`config.mk`:
```
export PLATFORM = sky130hd
export DESIGN_NAME = sysu_mux153_arbiter_flat
export DESIGN_NICKNAME = d
export VERILOG_FILES = /design/src/rtl/sysu_mux153_arbiter_if.sv /design/src/rtl/sysu_mux153_arbiter.sv /design/src/flat_wrapper.sv
export SDC_FILE = /design/constraint.sdc
export NUM_CORES = 1
export LEC_CHECK = 0
export ABC_AREA = 1
export CORE_MARGIN = 5
export CORE_UTILIZATION = 45
export DETAILED_ROUTE_END_ITERATION = 16
export PLACE_DENSITY_LB_ADDON = 0.05
export SLEW_MARGIN = 10
export SYNTH_ARGS = -nofsm -noshare
export SYNTH_HDL_FRONTEND = slang
export SYNTH_SLANG_ARGS = --single-unit
```
`constraint.sdc`:
```
create_clock -name clk -period 1.9 [get_ports clk]
set_input_delay 0.38 -clock clk [delete_from_list [all_inputs] [get_ports clk]]
set_output_delay 0.38 -clock clk [all_outputs]
set_load 0.02 [all_outputs]
```
`src/rtl/sysu_mux153_arbiter_if.sv`:
```
// Signal bundle between the round-robin arbiter, its four requesters and the 74LS153 it drives.
// The slave side is the arbiter; the master side is whoever raises requests and returns Y1/Y2.
interface sysu_mux153_arbiter_if;
   logic [3:0] req;
   logic       Y1;
   logic       Y2;
   logic       A;
   logic       B;
   logic       E1_n;
   logic       E2_n;
   logic [3:0] gnt;
   logic       busy;
   logic       sample_valid;
   logic [1:0] sample_ch;
   logic [1:0] sample_y;

   modport slave (
      input  req, Y1, Y2,
      output A, B, E1_n, E2_n, gnt, busy, sample_valid, sample_ch, sample_y
   );

   modport master (
      output req, Y1, Y2,
      input  A, B, E1_n, E2_n, gnt, busy, sample_valid, sample_ch, sample_y
   );
endinterface

```
`src/rtl/sysu_mux153_arbiter.sv`:
```
// Round-robin time-share controller for one 74LS153: grants one of four requesters at a time,
// inserts a one-cycle strobe-off gap between grants and captures {Y2,Y1} when each grant ends.
module sysu_mux153_arbiter #(
   parameter int DWELL = 4
) (
   input  logic                        clk,
   input  logic                        rst_n,
   sysu_mux153_arbiter_if.slave        bus
);

   typedef enum logic [1:0] {IDLE, GRANT, GAP} state_t;

   state_t     state, state_next;
   logic [1:0] idx, idx_next;
   logic [1:0] ptr, ptr_next;
   logic [3:0] cnt, cnt_next;
   logic       exit_grant;
   logic       win_found;
   logic [1:0] win_idx;

   logic [1:0] sel_q;
   logic       en_n_q;
   logic [3:0] gnt_q;
   logic       busy_q;
   logic       sample_valid_q;
   logic [1:0] sample_ch_q;
   logic [1:0] sample_y_q;

   // Round-robin search starting just after the last winner; the last winner itself is tried last.
   always_comb begin
      logic [1:0] cand;
      win_found = 1'b0;
      win_idx   = ptr;
      cand      = ptr;
      for (int k = 1; k <= 4; k++) begin
         cand = ptr + 2'(k);
         if (!win_found && bus.req[cand]) begin
            win_found = 1'b1;
            win_idx   = cand;
         end
      end
   end

   always_comb begin
      state_next = state;
      idx_next   = idx;
      ptr_next   = ptr;
      cnt_next   = cnt;
      exit_grant = 1'b0;
      case (state)
         IDLE: begin
            if (win_found) begin
               state_next = GRANT;
               idx_next   = win_idx;
               ptr_next   = win_idx;
               cnt_next   = 4'd1;
            end
         end
         GRANT: begin
            if (!bus.req[idx] || cnt == 4'(DWELL)) begin
               exit_grant = 1'b1;
               state_next = GAP;
               cnt_next   = 4'd0;
            end else begin
               cnt_next = cnt + 4'd1;
            end
         end
         GAP: begin
            if (win_found) begin
               state_next = GRANT;
               idx_next   = win_idx;
               ptr_next   = win_idx;
               cnt_next   = 4'd1;
            end else begin
               state_next = IDLE;
            end
         end
         default: state_next = IDLE;
      endcase
   end

   // Outputs are registered from the next state so the pins switch on the same edge as the FSM.
   always_ff @(posedge clk) begin
      if (!rst_n) begin
         state          <= IDLE;
         idx            <= 2'd0;
         ptr            <= 2'd3;
         cnt            <= 4'd0;
         sel_q          <= 2'd0;
         en_n_q         <= 1'b1;
         gnt_q          <= 4'd0;
         busy_q         <= 1'b0;
         sample_valid_q <= 1'b0;
         sample_ch_q    <= 2'd0;
         sample_y_q     <= 2'd0;
      end else begin
         state          <= state_next;
         idx            <= idx_next;
         ptr            <= ptr_next;
         cnt            <= cnt_next;
         sel_q          <= idx_next;
         en_n_q         <= (state_next != GRANT);
         gnt_q          <= (state_next == GRANT) ? (4'b0001 << idx_next) : 4'd0;
         busy_q         <= (state_next != IDLE);
         sample_valid_q <= exit_grant;
         if (exit_grant) begin
            sample_ch_q <= idx;
            sample_y_q  <= {bus.Y2, bus.Y1};
         end
      end
   end

   assign bus.A            = sel_q[0];
   assign bus.B            = sel_q[1];
   assign bus.E1_n         = en_n_q;
   assign bus.E2_n         = en_n_q;
   assign bus.gnt          = gnt_q;
   assign bus.busy         = busy_q;
   assign bus.sample_valid = sample_valid_q;
   assign bus.sample_ch    = sample_ch_q;
   assign bus.sample_y     = sample_y_q;

endmodule
```
`src/flat_wrapper.sv`:
```
// flat-port wrapper written by rule: the top's interface ports become plain ports
module sysu_mux153_arbiter_flat 
#(
   parameter int DWELL = 4
)
  (clk, rst_n, bus_req, bus_Y1, bus_Y2, bus_A, bus_B, bus_E1_n, bus_E2_n, bus_gnt, bus_busy, bus_sample_valid, bus_sample_ch, bus_sample_y);
  sysu_mux153_arbiter_if bus_i ();
  input  logic clk;
  input  logic rst_n;
  input wire logic [$bits(bus_i.req)-1:0] bus_req;
  input wire logic [$bits(bus_i.Y1)-1:0] bus_Y1;
  input wire logic [$bits(bus_i.Y2)-1:0] bus_Y2;
  output wire logic [$bits(bus_i.A)-1:0] bus_A;
  output wire logic [$bits(bus_i.B)-1:0] bus_B;
  output wire logic [$bits(bus_i.E1_n)-1:0] bus_E1_n;
  output wire logic [$bits(bus_i.E2_n)-1:0] bus_E2_n;
  output wire logic [$bits(bus_i.gnt)-1:0] bus_gnt;
  output wire logic [$bits(bus_i.busy)-1:0] bus_busy;
  output wire logic [$bits(bus_i.sample_valid)-1:0] bus_sample_valid;
  output wire logic [$bits(bus_i.sample_ch)-1:0] bus_sample_ch;
  output wire logic [$bits(bus_i.sample_y)-1:0] bus_sample_y;
  assign bus_i.req = bus_req;
  assign bus_i.Y1 = bus_Y1;
  assign bus_i.Y2 = bus_Y2;
  assign bus_A = bus_i.A;
  assign bus_B = bus_i.B;
  assign bus_E1_n = bus_i.E1_n;
  assign bus_E2_n = bus_i.E2_n;
  assign bus_gnt = bus_i.gnt;
  assign bus_busy = bus_i.busy;
  assign bus_sample_valid = bus_i.sample_valid;
  assign bus_sample_ch = bus_i.sample_ch;
  assign bus_sample_y = bus_i.sample_y;
  sysu_mux153_arbiter #(.DWELL(DWELL)) u_core (.clk(clk), .rst_n(rst_n), .bus(bus_i));
endmodule
```
==> impl_metrics.sql, run 1 <==
INSERT INTO impl_metrics (metric_group, metric, value, unit) VALUES
('run_status', 'run_status', 'finished, final reports clean', ''),
('die', 'ios', '22', ''),
('critical_path', 'cpLargestDelayFamily', 'buffers and inverters', ''),
('finish', 'layout.nets', '185', ''),
('critical_path', 'critPathCaptureType', 'output port', ''),
('logic_synthesis', 'netlist_top_cells_area', 'sky130_fd_sc_hd__dfxtp_1, sky130_fd_sc_hd__nand2_1, sky130_fd_sc_hd__nand2_2', ''),
('run', 'cap_viol_max_count', '0', ''),
('die', 'dieWidth', '59.2', 'um'),
('logic_synthesis', 'synth_area_leader_cell', 'sky130_fd_sc_hd__dfxtp_1', ''),
('clocking', 'worst_setup_hold_path_clk_slew', '0.11', 'ns'),
('finish', 'fin_area', '0.00136', 'mm2'),
('finish', 'finalCoreUtilization', '0.605', ''),
('critical_path', 'setup.reg_to_reg.worst_slack', '0.20', 'ns'),
('drt', 'post-route-drc-count', '0', ''),
('critical_path', 'crit_path_max_incr_delay', '0.64', 'ns'),
('global_routing', 'grt_pass1_vias', '955', ''),
('critical_path', 'cp_slowest_cell', 'sky130_fd_sc_hd__clkdlybuf4s50_1', ''),
('logic_synthesis', 'post_synth_instance_area', '0.00109', 'mm2'),
('pwr', 'power.ir.vdd_worst', '0.00106', 'V'),
('timing', 'tightest_slew', '0.452', 'ns'),
('global_routing', 'global_route_wire_length_before_repair', '3960', 'um'),
('logic_synthesis', 'postSynth.asyncResetShare', '0', ''),
('drt', 'post_drt_via_cell_ratio', '4.93', ''),
('logic_synthesis', 'syn-num-nets', '158', ''),
('hold_path', 'type_of_the_most_critical_hold_path', 'reg2reg', ''),
('clocking', 'num_clock_sinks', '21', ''),
('placed_design', 'placement.cell_area', '0.00134', 'mm2'),
('critical_path', 'timing.critical_path.cells', 'clkdlybuf4s50_1', ''),
('critical_path', 'path_max_fanout', '6', ''),
('critical_path', 'critical_path.startpoint', 'u_core.idx[1]$_SDFF_PN0_', ''),
('critical_path', 'critPathLaunchType', 'register', ''),
('drt', 'avgRoutedWirePerCell', '11.5', 'um'),
('timing', 'slew_headroom', '0.698', ''),
('critical_path', 'worst-path-buf-inv', '1', ''),
('die', 'die_h', '59.2', 'um'),
('global_routing', 'grt_start_max_net_pins', '13', ''),
('placed_design', 'dp_hpwl', '1840', 'um'),
('die', 'start_util', '0.482', ''),
('global_routing', 'grt_antenna_before_repair', '0', ''),
('pwr', 'pwr_density_cell', '1460', 'mW/mm2'),
('logic_synthesis', 'synth_top_area_frac', '0.387', ''),
('die', 'total_die_area', '0.00350', 'mm2'),
('timing', 'hold_violations', '0', ''),
('drt', 'routed-via-count', '996', ''),
('critical_path', 'reg_to_reg_critical_path_startpoint', 'u_core.ptr[0]$_SDFFE_PN1P_', ''),
('global_routing', 'remaining_global_route_overflow', '0', ''),
('die', 'rows', '17', ''),
('logic_synthesis', 'synthesis.yosys.warnings', '0', ''),
('timing', 'drv_slew', '0', ''),
('pwr', 'leakage_power', '0.620', 'nW'),
('clocking', 'post-cts-setup-buffer-count', '0', ''),
('logic_synthesis', 'synth_cell_types', '24', ''),
('drt', 'drt.antenna.violating_nets', '0', ''),
('die', 'fp.coreArea', '0.00225', 'mm2'),
('critical_path', 'timing.setup.critical_path_class', 'reg2out', ''),
('finish', 'fraction_of_layout_cells_with_a_size_suffix_above_1', '0.190', ''),
('critical_path', 'critPathRequiredTime', '1.52', 'ns'),
('critical_path', 'r2r_cells', '11', ''),
('clocking', 'ctsRootBufferMaster', 'sky130_fd_sc_hd__clkbuf_4', ''),
('logic_synthesis', 'synth_cell_count_leaders', 'sky130_fd_sc_hd__nand2_1, sky130_fd_sc_hd__dfxtp_1, sky130_fd_sc_hd__inv_1, sky130_fd_sc_hd__nor2_1', ''),
('clocking', 'cts-buffers-inserted', '3', ''),
('clocking', 'cts-resized-gates', '0', ''),
('placed_design', 'io_buffer_count', '21', ''),
('timing', 'layout_worst_path_cycle_share', '0.931', ''),
('critical_path', 'r2r_end', 'u_core.bus.gnt[1]$_SDFF_PP0_', ''),
('finish', 'area_growth_syn_to_layout', '25.4', '%'),
('timing', 'timing.final.setup_violations', '0', ''),
('clocking', 'cts_hold_repair.buffers', '0', ''),
('timing', 'finalCriticalPeriod', '1.77', 'ns'),
('logic_synthesis', 'postSynthRegisterBits', '21', ''),
('logic_synthesis', 'synth.avg_cell_area', '7.35', 'um2');
==> worst min path at each step <==
stage          slack, ns                              endpoint
2_1_floorplan       0.48            u_core.ptr[0]$_SDFFE_PN1P_
3_3_place_gp        0.45  u_core.bus.sample_ch[1]$_SDFFE_PN0P_
3_5_place_dp        0.45  u_core.bus.sample_ch[1]$_SDFFE_PN0P_
4_1_cts             0.47  u_core.bus.sample_ch[1]$_SDFFE_PN0P_
5_1_grt             0.49  u_core.bus.sample_ch[1]$_SDFFE_PN0P_
6_report            0.47  u_core.bus.sample_ch[1]$_SDFFE_PN0P_
==> layer usage <==
metal  global-route usage  wire length, um
met1                0.181             1080
met2                0.244             1140
met3               0.0349               78
met4               0.0453               14
met5                    0                0
==> cells in the final DEF, fill, tap and decap left out, types with 2 or more instances in the layout <==
| master | Yosys | routed |
|---|---|---|
| sky130_fd_sc_hd__nand2_2 | 10 | 10 |
| sky130_fd_sc_hd__ha_1 | 2 | 2 |
| sky130_fd_sc_hd__nor2_2 | 2 | 2 |
| sky130_fd_sc_hd__nor2_1 | 13 | 13 |
| sky130_fd_sc_hd__clkdlybuf4s50_1 | 0 | 21 |
| sky130_fd_sc_hd__buf_4 | 1 | 5 |
| sky130_fd_sc_hd__nand2_4 | 4 | 4 |
| sky130_fd_sc_hd__nand2_1 | 34 | 34 |
| sky130_fd_sc_hd__a21oi_1 | 12 | 12 |
| sky130_fd_sc_hd__clkbuf_4 | 0 | 3 |
| sky130_fd_sc_hd__o211ai_1 | 3 | 3 |
| sky130_fd_sc_hd__inv_1 | 14 | 14 |
| sky130_fd_sc_hd__inv_2 | 3 | 3 |
| sky130_fd_sc_hd__o21ai_0 | 6 | 6 |
| sky130_fd_sc_hd__dfxtp_1 | 21 | 21 |
| sky130_fd_sc_hd__nand3_1 | 12 | 12 |
==> flip-flops by register name, indices dropped and copies added, names as in the netlist <==
name / cells
u_core.bus.sample_valid: 1
u_core.bus.gnt: 4
u_core.idx: 2
u_core.ptr: 2
u_core.bus.busy: 1
u_core.bus.sample_y: 2
u_core.state: 2
u_core.cnt: 4
u_core.bus.sample_ch: 2
u_core.bus.E1_n: 1
==> kinds of logic (layout without fill, tap and decap cells) <==
kind of cell | after synthesis | in the layout | synth area share
flops | 21 | 21 | 0.387
buf+inv | 23 | 49 | 0.106
fa+ha+maj | 2 | 2 | 0.0230
xor+xnor | 1 | 1 | 0.00806
compound gates | 25 | 25 | 0.139
simple gates | 76 | 76 | 0.337
==> stage by stage <==
stage / setup slack [ns] / TNS, ns / instances / power [mW] / hold WS, ns
after floorplan: 0.539 / 0 / 148 / 1.48 / 0.479
after global placement: -0.0915 / -0.325 / 198 / 1.77 / 0.449
after detailed placement: -0.0826 / -0.424 / 198 / 1.79 / 0.454
after CTS: 0.112 / 0 / 202 / 2.01 / 0.472
after global routing: 0.0359 / 0 / 202 / 2.16 / 0.487
final: 0.130 / 0 / 202 / 1.99 / 0.469
==> where the power goes <==
| group | total (mW) | switching [mW] | internal, mW |
|---|---|---|---|
| Combinational | 1.13 | 0.681 | 0.445 |
| Sequential | 0.652 | 0.103 | 0.549 |
| Clock | 0.212 | 0.134 | 0.0783 |
| Total | 1.99 | 0.918 | 1.07 |
==> cell type report <==
class                   count  area [um2]
clock inverters             1        5.00
well taps                  28        35.0
flip-flops and latches     21         420
repair buffers             26         248
multi-input cells         104         552
clock buffers               3        22.5
fillers                   221         891
inverters                  19        81.3
No activity file was read; power rests on OpenSTA's default activity.
==> inputs of run 2 (changes only) <==
- CORE_ASPECT_RATIO: unset -> 0.7
==> impl_metrics.sql, run 2 (synthesized netlist as in run 1, its figures left out) <==
INSERT INTO impl_metrics (metric_group, metric, value, unit) VALUES
('run_status', 'run_status', 'finished, final reports clean', ''),
('pwr', 'power.ir.vdd_worst', '0.000594', 'V'),
('critical_path', 'reg_to_reg_critical_path_startpoint', 'u_core.ptr[0]$_SDFFE_PN1P_', ''),
('clocking', 'cts_htree_levels', '1', ''),
('global_routing', 'grt_start_max_net_pins', '13', ''),
('drt', 'drt-initial-drc-count', '53', ''),
('pwr', 'power_report.internal_total', '1.13', 'mW'),
('clocking', 'worst_skew_pair_latency', '0.30', 'ns'),
('finish', 'seq_area', '420', 'um2'),
('timing', 'layout_worst_path_cycle_share', '0.938', ''),
('timing', 'drv_slew', '0', ''),
('drt', 'drt.antenna.violating_nets', '0', ''),
('die', 'die_h', '51.1', 'um'),
('clocking', 'num_clock_sinks', '21', ''),
('clocking', 'ctsRootBufferMaster', 'sky130_fd_sc_hd__clkbuf_4', ''),
('pwr', 'p_comb_frac', '0.587', ''),
('clocking', 'worst_setup_hold_path_clk_slew', '0.11', 'ns'),
('pwr', 'pwr_density_cell', '1490', 'mW/mm2'),
('global_routing', 'grt_pass1_vias', '934', ''),
('hold_path', 'min_path_cells', '2', ''),
('drt', 'route.final.wire_length', '2430', 'um'),
('pwr', 'total_power', '2.08', 'mW'),
('run', 'cap_viol_max_count', '0', ''),
('hold_path', 'worst_hold_path.endpoint', 'u_core.bus.sample_ch[1]$_SDFFE_PN0P_', ''),
('pwr', 'switching_power', '0.956', 'mW'),
('die', 'fp.coreArea', '0.00222', 'mm2'),
('critical_path', 'r2r_end', 'u_core.bus.gnt[1]$_SDFF_PP0_', ''),
('timing', 'max_clock_freq', '0.561', 'GHz'),
('pwr', 'leakage_power', '0.633', 'nW'),
('critical_path', 'cp_data_arrival_time', '1.40', 'ns'),
('critical_path', 'cpLargestDelayFamily', 'buffers and inverters', ''),
('finish', 'multiInputGateArea', '552', 'um2'),
('critical_path', 'r2r_cells', '11', ''),
('placed_design', 'io_buffer_count', '21', ''),
('finish', 'layout.nets', '187', ''),
('drt', 'post_drt_via_cell_ratio', '4.84', ''),
('finish', 'finalCoreUtilization', '0.628', ''),
('placed_design', 'placement.cell_area', '0.00137', 'mm2'),
('die', 'ios', '22', ''),
('placed_design', 'dp_hpwl', '1920', 'um'),
('global_routing', 'grt.total_usage', '0.157', ''),
('clocking', 'cts_tree', 'done', ''),
('drt', 'avgRoutedWirePerCell', '11.7', 'um'),
('finish', 'final.fill_count', '208', ''),
('critical_path', 'critPathCaptureType', 'output port', ''),
('finish', 'fraction_of_layout_cells_with_a_size_suffix_above_1', '0.199', ''),
('global_routing', 'grt_antenna_before_repair', '0', ''),
('critical_path', 'setup.reg_to_reg.worst_slack', '0.16', 'ns'),
('clocking', 'post-cts-setup-buffer-count', '0', ''),
('clocking', 'clockBufferDepth', '2', ''),
('timing', 'finalCriticalPeriod', '1.78', 'ns'),
('drt', 'post-route-drc-count', '0', ''),
('die', 'start_util', '0.489', ''),
('timing', 'hold_violations', '0', ''),
('critical_path', 'cp_slowest_cell', 'sky130_fd_sc_hd__clkdlybuf4s50_1', ''),
('finish', 'finish.cell_count_without_fillers', '208', ''),
('critical_path', 'critPathLaunchType', 'register', ''),
('finish', 'antenna-diode-count', '0', ''),
('timing', 'tightest_slew', '0.382', 'ns'),
('critical_path', 'worst-path-buf-inv', '1', ''),
('timing', 'clock-skew-final', '0.00247', 'ns'),
('global_routing', 'remaining_global_route_overflow', '0', ''),
('finish', 'fin_area', '0.00140', 'mm2'),
('clocking', 'cts-resized-gates', '0', ''),
('timing', 'total_neg_setup_slack', '0', 'ns'),
('pwr', 'seq_power_share', '0.311', ''),
('drt', 'routed-via-count', '1006', ''),
('finish', 'top_library_cells_by_usage_in_the_layout_fill_and_taps_aside', 'sky130_fd_sc_hd__nand2_1, sky130_fd_sc_hd__clkdlybuf4s50_1, sky130_fd_sc_hd__dfxtp_1, sky130_fd_sc_hd__inv_1, sky130_fd_sc_hd__nor2_1', ''),
('timing', 'timing.final.setup_violations', '0', ''),
('placed_design', 'gp_routability_congestion', '0.788', ''),
('clocking', 'cts-buffers-inserted', '3', ''),
('hold_path', 'worstHoldStart', 'u_core.bus.sample_ch[1]$_SDFFE_PN0P_', ''),
('timing', 'grt_setup_unrepaired', 'false', ''),
('global_routing', 'global_route_wire_length_before_repair', '4170', 'um'),
('placed_design', 'post-place-cells', '204', ''),
('hold_path', 'type_of_the_most_critical_hold_path', 'reg2reg', ''),
('finish', 'area_growth_syn_to_layout', '28.4', '%'),
('critical_path', 'timing.setup.critical_path_class', 'reg2out', ''),
('critical_path', 'critPathRequiredTime', '1.52', 'ns'),
('clocking', 'cts_hold_repair.buffers', '0', ''),
('die', 'dieWidth', '68.8', 'um'),
('pwr', 'pwr-share-clk', '0.102', ''),
('timing', 'slew_headroom', '0.745', ''),
('critical_path', 'path_max_fanout', '6', ''),
('die', 'rows', '14', ''),
('critical_path', 'timing.critical_path.cells', 'clkdlybuf4s50_1', ''),
('die', 'total_die_area', '0.00351', 'mm2'),
('critical_path', 'crit_path_max_incr_delay', '0.65', 'ns'),
('pwr', 'power.share.switching', '0.459', ''),
('drt', 'detailedRoute.firstPassIterationCount', '4', ''),
('finish', 'layout_commonest_cell', 'sky130_fd_sc_hd__nand2_1', '');
[run 2: cell types whose count changed in the layout (fill, tap and decap cells not counted), sizes merged]
cell / previous run / this run
buf: 5 / 7
[run 2: how the worst max path moves through the flow]
stage / start / to / slack [ns] / cells past startpoint
finish: u_core.idx[1]$_SDFF_PN0_ / bus_B / 0.12 / 1
CTS: u_core.idx[1]$_SDFF_PN0_ / bus_B / 0.11 / 1
global placement: bus_req[1] / u_core.bus.gnt[1]$_SDFF_PP0_ / -0.10 / 9
detailed placement: bus_req[1] / u_core.bus.gnt[1]$_SDFF_PP0_ / -0.11 / 9
global route: u_core.ptr[0]$_SDFFE_PN1P_ / u_core.bus.gnt[1]$_SDFF_PP0_ / 0.005 / 11
floorplan: u_core.idx[0]$_SDFF_PN0_ / u_core.bus.gnt[0]$_SDFF_PP0_ / 0.54 / 8
[run 2: layer usage]
metal	wire length, um	global-route usage
met5	0	0
met1	1230	0.224
met3	184	0.0614
met4	17	0.0324
met2	1000	0.222
[run 2: power by group through the flow]
stage	Sequential (mW)	Clock, mW	Combinational, mW
2_1_floorplan	0.692	0	0.784
3_3_place_gp	0.655	0	1.19
3_5_place_dp	0.658	0	1.21
4_1_cts	0.648	0.219	1.22
5_1_grt	0.665	0.245	1.35
6_report	0.648	0.212	1.22
[run 2: worst register-to-register path: stages, from the launching register on]
cell                      delay [ns]
sky130_fd_sc_hd__dfxtp_1        0.57
sky130_fd_sc_hd__buf_4          0.20
sky130_fd_sc_hd__nand2_1        0.06
sky130_fd_sc_hd__nand2_2        0.09
sky130_fd_sc_hd__nand2_1        0.07
sky130_fd_sc_hd__nand2_2        0.07
sky130_fd_sc_hd__inv_2          0.04
sky130_fd_sc_hd__nand3_2        0.09
sky130_fd_sc_hd__nand2_4        0.10
sky130_fd_sc_hd__a21oi_1        0.21
sky130_fd_sc_hd__nand2_1        0.10
sky130_fd_sc_hd__nor2_1         0.10
[run 2: layout make-up]
cell class / instances / share of cell area
tap: 32 / 0.0287
clock buffer: 3 / 0.0161
timing repair buffer: 28 / 0.197
multi-input combinational: 104 / 0.395
clock inverter: 1 / 0.00358
inverter: 19 / 0.0582
sequential: 21 / 0.301
[run 2: metrics by stage]
stage	hold slack, ns	setup slack (ns)
floorplan	0.479	0.539
global placement	0.448	-0.105
detailed placement	0.460	-0.113
CTS	0.477	0.108
global route	0.497	0.00487
finish	0.475	0.117
